<file path="src/rtl/qsfp_i2c_slave_if.sv">
// Pad and register-port bundle between the QSFP I2C target and its environment.
// The slave modport is the target's view; master is the board/bench view.
interface qsfp_i2c_slave_if;
    logic       scl_pad_i;
    logic       sda_pad_i;
    logic       sda_pad_o;
    logic       sda_padoen_o;
    logic [7:0] reg_adr_o;
    logic [7:0] reg_dat_o;
    logic       reg_we_o;
    logic       reg_re_o;
    logic [7:0] reg_dat_i;
    logic       busy_o;

    modport slave (
        input  scl_pad_i, sda_pad_i, reg_dat_i,
        output sda_pad_o, sda_padoen_o, reg_adr_o, reg_dat_o, reg_we_o, reg_re_o, busy_o
    );

    modport master (
        output scl_pad_i, sda_pad_i, reg_dat_i,
        input  sda_pad_o, sda_padoen_o, reg_adr_o, reg_dat_o, reg_we_o, reg_re_o, busy_o
    );
endinterface

</file>
<file path="src/rtl/qsfp_i2c_slave.sv">
// I2C target emulating a QSFP management device: filtered SCL/SDA, START/STOP
// decode, 7-bit address match, auto-incrementing register pointer.
module qsfp_i2c_slave #(
    parameter logic [6:0] SLAVE_ADDR = 7'h50,
    parameter int         FILTER_LEN = 3
) (
    input  logic             wb_clk_i,
    input  logic             wb_rst_i,
    qsfp_i2c_slave_if.slave  bus
);
    typedef enum logic [2:0] {
        S_IDLE, S_ADDR, S_ADDR_ACK, S_WR_PTR, S_WR_DATA, S_WR_ACK, S_RD_DATA, S_RD_ACK
    } state_t;

    state_t          state_q, state_nxt;

    // Index 1 = SCL, index 0 = SDA.
    logic [1:0]      raw, sync1, sync2, filt, filt_d;
    logic [1:0][3:0] fcnt;

    logic [7:0] shifter, ptr, dat_q, rx_byte;
    logic [2:0] bit_cnt;
    logic       got8, ack_bit;
    logic       sda_oe_q, we_q, re_q, re_d, busy_q;
    logic       sda_oe_nxt, we_nxt, re_nxt, busy_nxt;
    logic       scl_rise, scl_fall, sda_rise, sda_fall, start, stop;
    logic       addr_hit, rx_state;

    assign raw = {bus.scl_pad_i, bus.sda_pad_i};

    // A filtered level only moves after FILTER_LEN identical samples that differ from it.
    always_ff @(posedge wb_clk_i) begin
        if (wb_rst_i) begin
            sync1  <= '1;
            sync2  <= '1;
            filt   <= '1;
            filt_d <= '1;
            fcnt   <= '0;
        end else begin
            sync1  <= raw;
            sync2  <= sync1;
            filt_d <= filt;
            for (int g = 0; g < 2; g++) begin
                if (sync2[g] == filt[g]) begin
                    fcnt[g] <= '0;
                end else if (fcnt[g] == 4'(FILTER_LEN - 1)) begin
                    filt[g] <= sync2[g];
                    fcnt[g] <= '0;
                end else begin
                    fcnt[g] <= fcnt[g] + 4'd1;
                end
            end
        end
    end

    assign scl_rise = filt[1] & ~filt_d[1];
    assign scl_fall = ~filt[1] & filt_d[1];
    assign sda_rise = filt[0] & ~filt_d[0];
    assign sda_fall = ~filt[0] & filt_d[0];
    assign start    = sda_fall & filt[1];
    assign stop     = sda_rise & filt[1];
    assign addr_hit = (shifter[7:1] == SLAVE_ADDR);
    assign rx_state = (state_q == S_ADDR) || (state_q == S_WR_PTR) || (state_q == S_WR_DATA);
    assign rx_byte  = {shifter[6:0], filt[0]};

    always_ff @(posedge wb_clk_i) begin
        if (wb_rst_i) state_q <= S_IDLE;
        else          state_q <= state_nxt;
    end

    always_comb begin
        state_nxt = state_q;
        if (start) begin
            state_nxt = S_ADDR;
        end else if (stop) begin
            state_nxt = S_IDLE;
        end else if (scl_fall) begin
            case (state_q)
                S_ADDR:              if (got8) state_nxt = addr_hit ? S_ADDR_ACK : S_IDLE;
                S_ADDR_ACK:          state_nxt = shifter[0] ? S_RD_DATA : S_WR_PTR;
                S_WR_PTR, S_WR_DATA: if (got8) state_nxt = S_WR_ACK;
                S_WR_ACK:            state_nxt = S_WR_DATA;
                S_RD_DATA:           if (bit_cnt == 3'd7) state_nxt = S_RD_ACK;
                S_RD_ACK:            state_nxt = ack_bit ? S_IDLE : S_RD_DATA;
                default:             state_nxt = state_q;
            endcase
        end
    end

    // Next values of the registered outputs; all SDA changes follow a detected SCL fall.
    always_comb begin
        sda_oe_nxt = sda_oe_q;
        we_nxt     = 1'b0;
        re_nxt     = 1'b0;
        busy_nxt   = busy_q;
        if (start) begin
            sda_oe_nxt = 1'b1;
        end else if (stop) begin
            sda_oe_nxt = 1'b1;
            busy_nxt   = 1'b0;
        end else if (re_d) begin
            sda_oe_nxt = bus.reg_dat_i[7];
        end else if (scl_rise) begin
            we_nxt = (state_q == S_WR_DATA) && (bit_cnt == 3'd7);
        end else if (scl_fall) begin
            case (state_q)
                S_ADDR: if (got8) begin
                    sda_oe_nxt = ~addr_hit;
                    busy_nxt   = addr_hit;
                end
                S_ADDR_ACK: begin
                    sda_oe_nxt = 1'b1;
                    re_nxt     = shifter[0];
                end
                S_WR_PTR, S_WR_DATA: if (got8) sda_oe_nxt = 1'b0;
                S_WR_ACK:  sda_oe_nxt = 1'b1;
                S_RD_DATA: sda_oe_nxt = (bit_cnt == 3'd7) ? 1'b1 : shifter[6];
                S_RD_ACK: begin
                    sda_oe_nxt = 1'b1;
                    re_nxt     = ~ack_bit;
                    busy_nxt   = ~ack_bit;
                end
                default: ;
            endcase
        end
    end

    always_ff @(posedge wb_clk_i) begin
        if (wb_rst_i) begin
            sda_oe_q <= 1'b1;
            we_q     <= 1'b0;
            re_q     <= 1'b0;
            re_d     <= 1'b0;
            busy_q   <= 1'b0;
            shifter  <= '0;
            bit_cnt  <= '0;
            got8     <= 1'b0;
            ack_bit  <= 1'b1;
            ptr      <= '0;
            dat_q    <= '0;
        end else begin
            sda_oe_q <= sda_oe_nxt;
            we_q     <= we_nxt;
            re_q     <= re_nxt;
            re_d     <= re_q;
            busy_q   <= busy_nxt;
            if (we_q) ptr <= ptr + 8'd1;
            // START/STOP discards any partial byte, so no strobe can follow.
            if (start || stop) begin
                bit_cnt <= '0;
                got8    <= 1'b0;
            end else if (re_d) begin
                shifter <= bus.reg_dat_i;
                bit_cnt <= '0;
            end else if (scl_rise) begin
                if (rx_state) begin
                    shifter <= rx_byte;
                    bit_cnt <= bit_cnt + 3'd1;
                    if (bit_cnt == 3'd7) begin
                        got8 <= 1'b1;
                        if (state_q == S_WR_PTR)  ptr   <= rx_byte;
                        if (state_q == S_WR_DATA) dat_q <= rx_byte;
                    end
                end
                if (state_q == S_RD_ACK) ack_bit <= filt[0];
            end else if (scl_fall) begin
                if (rx_state && got8) begin
                    got8    <= 1'b0;
                    bit_cnt <= '0;
                end
                if (state_q == S_RD_DATA) begin
                    shifter <= {shifter[6:0], 1'b0};
                    bit_cnt <= bit_cnt + 3'd1;
                    if (bit_cnt == 3'd7) ptr <= ptr + 8'd1;
                end
                if (state_q == S_ADDR_ACK || state_q == S_WR_ACK || state_q == S_RD_ACK)
                    bit_cnt <= '0;
            end
        end
    end

    assign bus.sda_pad_o    = 1'b0;
    assign bus.sda_padoen_o = sda_oe_q;
    assign bus.reg_adr_o    = ptr;
    assign bus.reg_dat_o    = dat_q;
    assign bus.reg_we_o     = we_q;
    assign bus.reg_re_o     = re_q;
    assign bus.busy_o       = busy_q;
endmodule

</file>
<file path="src/flat_wrapper.sv">
// flat-port wrapper written by rule: the top's interface ports become plain ports
module qsfp_i2c_slave_flat 
#(
    parameter logic [6:0] SLAVE_ADDR = 7'h50,
    parameter int         FILTER_LEN = 3
)
  (wb_clk_i, wb_rst_i, bus_scl_pad_i, bus_sda_pad_i, bus_reg_dat_i, bus_sda_pad_o, bus_sda_padoen_o, bus_reg_adr_o, bus_reg_dat_o, bus_reg_we_o, bus_reg_re_o, bus_busy_o);
  qsfp_i2c_slave_if bus_i ();
  input  logic wb_clk_i;
  input  logic wb_rst_i;
  input wire logic [$bits(bus_i.scl_pad_i)-1:0] bus_scl_pad_i;
  input wire logic [$bits(bus_i.sda_pad_i)-1:0] bus_sda_pad_i;
  input wire logic [$bits(bus_i.reg_dat_i)-1:0] bus_reg_dat_i;
  output wire logic [$bits(bus_i.sda_pad_o)-1:0] bus_sda_pad_o;
  output wire logic [$bits(bus_i.sda_padoen_o)-1:0] bus_sda_padoen_o;
  output wire logic [$bits(bus_i.reg_adr_o)-1:0] bus_reg_adr_o;
  output wire logic [$bits(bus_i.reg_dat_o)-1:0] bus_reg_dat_o;
  output wire logic [$bits(bus_i.reg_we_o)-1:0] bus_reg_we_o;
  output wire logic [$bits(bus_i.reg_re_o)-1:0] bus_reg_re_o;
  output wire logic [$bits(bus_i.busy_o)-1:0] bus_busy_o;
  assign bus_i.scl_pad_i = bus_scl_pad_i;
  assign bus_i.sda_pad_i = bus_sda_pad_i;
  assign bus_i.reg_dat_i = bus_reg_dat_i;
  assign bus_sda_pad_o = bus_i.sda_pad_o;
  assign bus_sda_padoen_o = bus_i.sda_padoen_o;
  assign bus_reg_adr_o = bus_i.reg_adr_o;
  assign bus_reg_dat_o = bus_i.reg_dat_o;
  assign bus_reg_we_o = bus_i.reg_we_o;
  assign bus_reg_re_o = bus_i.reg_re_o;
  assign bus_busy_o = bus_i.busy_o;
  qsfp_i2c_slave #(.SLAVE_ADDR(SLAVE_ADDR), .FILTER_LEN(FILTER_LEN)) u_core (.wb_clk_i(wb_clk_i), .wb_rst_i(wb_rst_i), .bus(bus_i));
endmodule
</file>
<file path="config.mk">
export PLATFORM = sky130hd
export DESIGN_NAME = qsfp_i2c_slave_flat
export DESIGN_NICKNAME = d
export VERILOG_FILES = /design/src/rtl/qsfp_i2c_slave_if.sv /design/src/rtl/qsfp_i2c_slave.sv /design/src/flat_wrapper.sv
export SDC_FILE = /design/constraint.sdc
export NUM_CORES = 1
export LEC_CHECK = 0
export BUFFER_PORTS_ARGS = -buffer_cell sky130_fd_sc_hd__buf_4
export CORE_MARGIN = 2
export CORE_UTILIZATION = 50
export CTS_BUF_LIST = sky130_fd_sc_hd__clkbuf_2
export CTS_CLUSTER_SIZE = 10
export DETAILED_ROUTE_END_ITERATION = 12
export GPL_TIMING_DRIVEN = 0
export PLACE_DENSITY = 0.83
export SLEW_MARGIN = 20
export SYNTH_ARGS = -nofsm -noshare
export SYNTH_HDL_FRONTEND = slang
export SYNTH_SLANG_ARGS = --single-unit
</file>
<file path="constraint.sdc">
create_clock -name wb_clk_i -period 1.89 [get_ports wb_clk_i]
set_input_delay 0.378 -clock wb_clk_i [delete_from_list [all_inputs] [get_ports wb_clk_i]]
set_output_delay 0.378 -clock wb_clk_i [all_outputs]
set_load 0.02 [all_outputs]
</file>
---- Word level (Yosys, flattened, before mapping) ----
Index checks and enable logic that the tools add are counted.
storage, ports and cells
  output and inout bits ................... 21
  bits in writable memories ............... 0
  memories kept ........................... 0
  flip-flop bits (word level) ............. 53
  input port bits ......................... 12
  bits in latches ......................... 0
  bits in read-only memories .............. 0
  word-level logic and storage cells ...... 160
operators by class
  div/mod/pow operators ................... 0
  multiplexer cells ....................... 50
  magnitude comparators ................... 0
  equal/unequal tests ..................... 28
  bitwise logic cells ..................... 19
  reduce and logical (&&, ||, !) cells .... 39
  multiply operators ...................... 0
  shift-type cells ........................ 0
  $add $sub $neg .......................... 4
operator list
  cell                                                   count
  two-way mux 8 bit                                      15
  two-way mux 3 bit                                      11
  AND reduction 5 bit                                    4
  two-way mux 1 bit                                      19
  one-hot mux 3 bit (6 select lines)                     1
  equality test 3 bit, second input constant             5
  OR reduction 3 bit                                     5
  NOT 1 bit                                              13
  AND reduction 6 bit                                    2
  nonzero test 3 bit                                     4
  inequality test 2 bit, second input constant           5
  inequality test 3 x 1 -> 1 bit, second input constant  3
  adder 4 x 1 -> 4 bit, second input constant            2
  adder 8 x 1 -> 8 bit, second input constant            1
  equality test 4 x 2 -> 1 bit, second input constant    2
  inequality test 4 x 1 -> 1 bit, second input constant  2
  AND reduction 4 bit                                    2
  nonzero test 2 bit                                     4
  nonzero test 8 bit                                     1
  equality test 7 bit, second input constant             1
  bitwise AND 1 bit                                      6
  equality test 3 x 2 -> 1 bit, second input constant    2
  inequality test 2 x 1 -> 1 bit, second input constant  3
  nonzero test 6 bit                                     1
  17 further kinds                                       26

---- Depth between registers and ports, before layout ----
  word-level depth ........................ 9
  gate-level depth with buffers ........... 8
  gate-level depth less buffers ........... 7

---- Least setup slack after synthesis ----
Ideal clock, no wire load.
  path type ............................... flip-flop to flip-flop
  from .................................... register u_core.filt[1]
  to ...................................... register u_core.ptr[3] (netlist: u_core.bus.reg_adr_o[3])
  library setup time ...................... 117 ps
  path buffers ............................ 1
  slack ................................... -194 ps
  stages on the path, launching flop included .. 8
  clock period less this slack ............ 2,084 ps
  data required time ...................... 1,773 ps
  arrival time ............................ 1,968 ps
  cells stage by stage .................... dfxtp_1 buf_1 inv_1 ha_1 a21oi_2 nor2_1 a221o_1 a22o_1
between the ends
  cells in the longest elaborated chain, start to end .. 6
  elaborated cells between the ends (all ways) .. 10
ends and longest elaborated chain
  element                            RTL line               RTL
  from (decl)                        qsfp_i2c_slave.sv:18   logic [1:0] raw, sync1, sync2, filt, filt_d;
  from (signal, indexed assignment)  qsfp_i2c_slave.sv:47   filt[g] <= sync2[g];
  NOT 1 bit                          qsfp_i2c_slave.sv:57   assign scl_fall = ~filt[1] & filt_d[1];
  bitwise AND 1 bit                  qsfp_i2c_slave.sv:57
  two-way mux 8 bit                  qsfp_i2c_slave.sv:166  end else if (scl_fall) begin
  two-way mux 8 bit                  qsfp_i2c_slave.sv:155  end else if (scl_rise) begin
  two-way mux 8 bit                  qsfp_i2c_slave.sv:152  end else if (re_d) begin
  two-way mux 8 bit *                qsfp_i2c_slave.sv:149  if (start || stop) begin
  to (signal assigned)               qsfp_i2c_slave.sv:147  if (we_q) ptr <= ptr + 8'd1;
  to (signal assigned)               qsfp_i2c_slave.sv:161  if (state_q == S_WR_PTR) ptr <= rx_byte;
  to (signal assigned)               qsfp_i2c_slave.sv:174  if (bit_cnt == 3'd7) ptr <= ptr + 8'd1;
  to (decl)                          qsfp_i2c_slave.sv:21   logic [7:0] shifter, ptr, dat_q, rx_byte;
Mark *: on every way between the ends. The rest lies on a longest branch, timed or not.
A chain may end at the register's enable or synchronous reset.

---- Worst setup path after layout ----
  from .................................... register u_core.bit_cnt[0]
  to ...................................... register u_core.ptr[6] (netlist: u_core.bus.reg_adr_o[6])
between the ends
  cells in the longest elaborated chain, start to end .. 7
  elaborated cells between the ends (all ways) .. 9
ends and longest elaborated chain
  element                 RTL line                                      RTL
  from (decl)             qsfp_i2c_slave.sv:22                          logic [2:0] bit_cnt;
  from (signal assigned)  qsfp_i2c_slave.sv:158                         bit_cnt <= bit_cnt + 3'd1;
  from (signal assigned)  qsfp_i2c_slave.sv:173                         bit_cnt <= bit_cnt + 3'd1;
  equality test 3 bit *   qsfp_i2c_slave.sv:159, qsfp_i2c_slave.sv:174
  two-way mux 8 bit       qsfp_i2c_slave.sv:174
  two-way mux 8 bit       qsfp_i2c_slave.sv:171                         if (state_q == S_RD_DATA) begin
  two-way mux 8 bit       qsfp_i2c_slave.sv:166
  two-way mux 8 bit *     qsfp_i2c_slave.sv:155
  two-way mux 8 bit *     qsfp_i2c_slave.sv:152
  two-way mux 8 bit *     qsfp_i2c_slave.sv:149
Marks and branches as above.

==> metrics.cfg <==
[status]
outcome = complete, but fails checks
violations = setup timing

[timing]
fin_crit_sh_pct = 102
worst_pin_slew_ns = 0.606
period_needed_ns = 1.92
hold_slack_ns = 0.0779
fmax_mhz = 521
clock_skew_ns = 0.0197
slew_headroom_pct = 59.6
slew_violations = 0
rsz0062_at_grt = true
hold_viol = 0
final-setup-viol-count = 4
layout_setup_ws_ns = -0.0293

[hold_path]
hold_depth = 2
hold-path-endpoint = u_core.sync1[0]
min-delay-start = bus_sda_pad_i
hold_class = input pin to flip-flop

[worst_setup_path]
reg2reg_slack_ns = -0.03
reg2regPathDepth = 8
worstPathRequired_ns = 2.27
cp_max_fo = 6
reg2reg_to = u_core.bus.reg_adr_o[6]
r2r_start = u_core.bit_cnt[0]
crit_path_start_kind = flip-flop
worstSetupPathType = flip-flop to flip-flop
cp.arrival_ns = 2.30
end_kind = flip-flop

[placed_design]
gp_congestion = 0.909
place_hpwl_um = 5030
port_buffers = 31

[route]
post_drt_wl_per_cell_um = 16.6
via_per_inst = 6.02
drtIter0Drc = 214
drcViolationCount = 0
wl_um = 7580
via_count = 2753
postRouteAntennaNets = 0
first_pass_iters = 5

[synthesis]
synth_nets = 353
yosys_warnings = 0
postSynthAreaPerCell_um2 = 8.59
yosysSeqAreaShare_pct = 37.2
async_reset_ff_share_pct = 0
ys_types = 56
synth-edff-count = 0
synthCells = 332
ys_seq_elements = 53
syn-cell-area_um2 = 2850
ys.flop_type = dfxtp_1

[clock_network]
clkTransAtPathRegs_ns = 0.27
numCtsBuffers = 5
clockRootBuffer = clkbuf_2
cts_buffer_depth = 2
clkSinkCount = 53
hold_buffers = 0
clock_latency_ns = 0.45
htree_levels = 2
cts_tree = yes

[grt]
grt_pass1_vias = 2497
gr-total-overflow = 0
grt_use_total_pct = 23.6
grt_max_degree = 17
antenna_found_initial = 0
grt_first_pass_wirelength_um = 11800

[run]
cap_violations = 0

[floorplanning]
start_util_pct = 51.8
dieArea_um2 = 6320
die_h_um = 79.5
rows = 27
core_um2 = 5510
chipWidth_um = 79.5
io_pins = 33

[pwr]
peakVddDrop_mv = 0.479
leakagePower_nw = 1.29
power_density_nw_per_um2 = 541
power_mw = 1.92

[finish]
final_core_util_pct = 64.6
nets = 405
area_growth_pct = 24.8
diodes = 0
final_layout_size_suffix_gt1_share_pct = 28.1

-- state kept, by name, indices dropped and copies added (netlist names), 2 cells and up --
name / flops
u_core.filt_d: 2
u_core.bit_cnt: 3
u_core.bus.reg_dat_o: 8
u_core.sync2: 2
u_core.filt: 2
u_core.shifter: 8
u_core.state_q: 3
u_core.fcnt: 8
u_core.bus.reg_adr_o: 8
u_core.sync1: 2
-- metrics by stage --
stage / setup slack [ns] / instances / area (µm²) / setup TNS [ns]
after floorplan: 0.0399 / 332 / 2860 / 0
final: -0.0293 / 457 / 3560 / -0.0549
after global routing: -0.0786 / 457 / 3560 / -0.797
after global placement: -0.241 / 435 / 3180 / -2.48
after detailed placement: -0.299 / 435 / 3180 / -3.43
after CTS: -0.0133 / 454 / 3460 / -0.0155
-- worst max path at each step --
stage	from	end
global route	u_core.bit_cnt[0]	u_core.bus.reg_adr_o[6]
detailed placement	u_core.filt[1]	u_core.bus.reg_adr_o[3]
finish	u_core.bit_cnt[0]	u_core.bus.reg_adr_o[6]
CTS	u_core.bit_cnt[0]	u_core.bus.reg_adr_o[6]
floorplan	u_core.bit_cnt[0]	u_core.bus.reg_adr_o[3]
global placement	u_core.filt[1]	u_core.bus.reg_adr_o[3]
-- power by group --
part           switching, mW  internal [mW]
Sequential           0.00406           1.13
Combinational         0.0444         0.0326
Clock                  0.364          0.353
-- routing by layer --
metal	share of wire (%)	routed length, µm	global-route usage, %	up-vias
met5	0	0	0	-
li1	-	-	-	1295
met4	1.9	141	6.72	0
met1	42	3200	30.1	1335
met2	49	3730	40.9	110
met3	6.6	504	3.73	13
-- synth_stat cells (all sizes together), types with 9 or more instances --
| master | instances | area [µm²] |
|---|---|---|
| nand2 | 27 | 101 |
| nand3 | 10 | 50.1 |
| a211oi | 10 | 75.1 |
| nor3 | 10 | 50.1 |
| buf | 11 | 55.1 |
| inv | 10 | 37.5 |
| a21oi | 17 | 96.4 |
| ha | 9 | 113 |
| o21ai | 10 | 50.1 |
| mux2i | 17 | 170 |
| nor2 | 43 | 161 |
| dfxtp | 53 | 1060 |
| clkbuf | 9 | 33.8 |
-- repair_timing --
| item | 4_1_cts | 5_1_grt |
|---|---|---|
| setup buffers | 11 | 3 |
| hold endpoints to repair | 0 | 0 |
| gates resized for setup | 29 | 20 |
| pin swaps | 3 | 5 |
| setup endpoints to repair | 27 | 27 |
-- worst max-delay path, stage by stage, from the launching register on --
cell,delay (ns)
dfxtp_2,0.42
ha_4,0.14
ha_4,0.14
and4b_2,0.28
a21oi_4,0.10
buf_6,0.16
o311ai_4,0.23
o41ai_2,0.12
a221o_1,0.26
-- final cells by class --
class / instances / area (µm²)
clock buffers: 5 / 25.0
fillers: 494 / 1950
plain buffers: 20 / 111
inverters: 10 / 37.5
well taps: 72 / 90.1
repair buffers: 45 / 345
clock inverters: 3 / 65.1
multi-input cells: 249 / 1810
flip-flops and latches: 53 / 1070
-- cell families after synthesis --
| logic type | synth area share [%] |
|---|---|
| buffers and inverters | 4.43 |
| and+or+nand+nor | 21.6 |
| AOI/OAI and AO/OA | 19.5 |
| DFF | 37.2 |
| xor gates and xnor gates | 5.18 |
| muxes | 7.94 |
| other | 0.132 |
| adders and majority gates | 3.95 |
-- cell usage in the layout (no fill, tap or decap), types with 2 or more instances in the layout --
| cell | count |
|---|---|
| a221o_1 | 3 |
| mux2i_1 | 17 |
| nor2_1 | 43 |
| a21oi_1 | 13 |
| nand2b_1 | 4 |
| a21oi_2 | 3 |
| nor3_1 | 10 |
| nor2b_1 | 5 |
| clkbuf_1 | 7 |
| nand4_1 | 3 |
| a311oi_1 | 2 |
| ha_4 | 4 |
| o21ai_0 | 9 |
| mux2_2 | 4 |
| nand3_1 | 10 |
| nor3b_1 | 6 |
| inv_1 | 9 |
| or3_1 | 6 |
| xor2_1 | 7 |
| bufinv_16 | 2 |
| buf_6 | 4 |
| ha_1 | 5 |
| a31oi_1 | 3 |
| a211oi_1 | 7 |
| o21bai_1 | 2 |
| or2_2 | 4 |
| o211ai_1 | 3 |
| clkbuf_2 | 7 |
| dfxtp_2 | 5 |
| buf_4 | 46 |
| a211oi_2 | 3 |
| xnor2_1 | 8 |
| nand2_1 | 26 |
| dfxtp_1 | 47 |
| a22o_1 | 3 |
| buf_2 | 6 |
| a22oi_1 | 3 |
| o22ai_1 | 3 |
No activity file was read; power rests on OpenSTA's default activity.
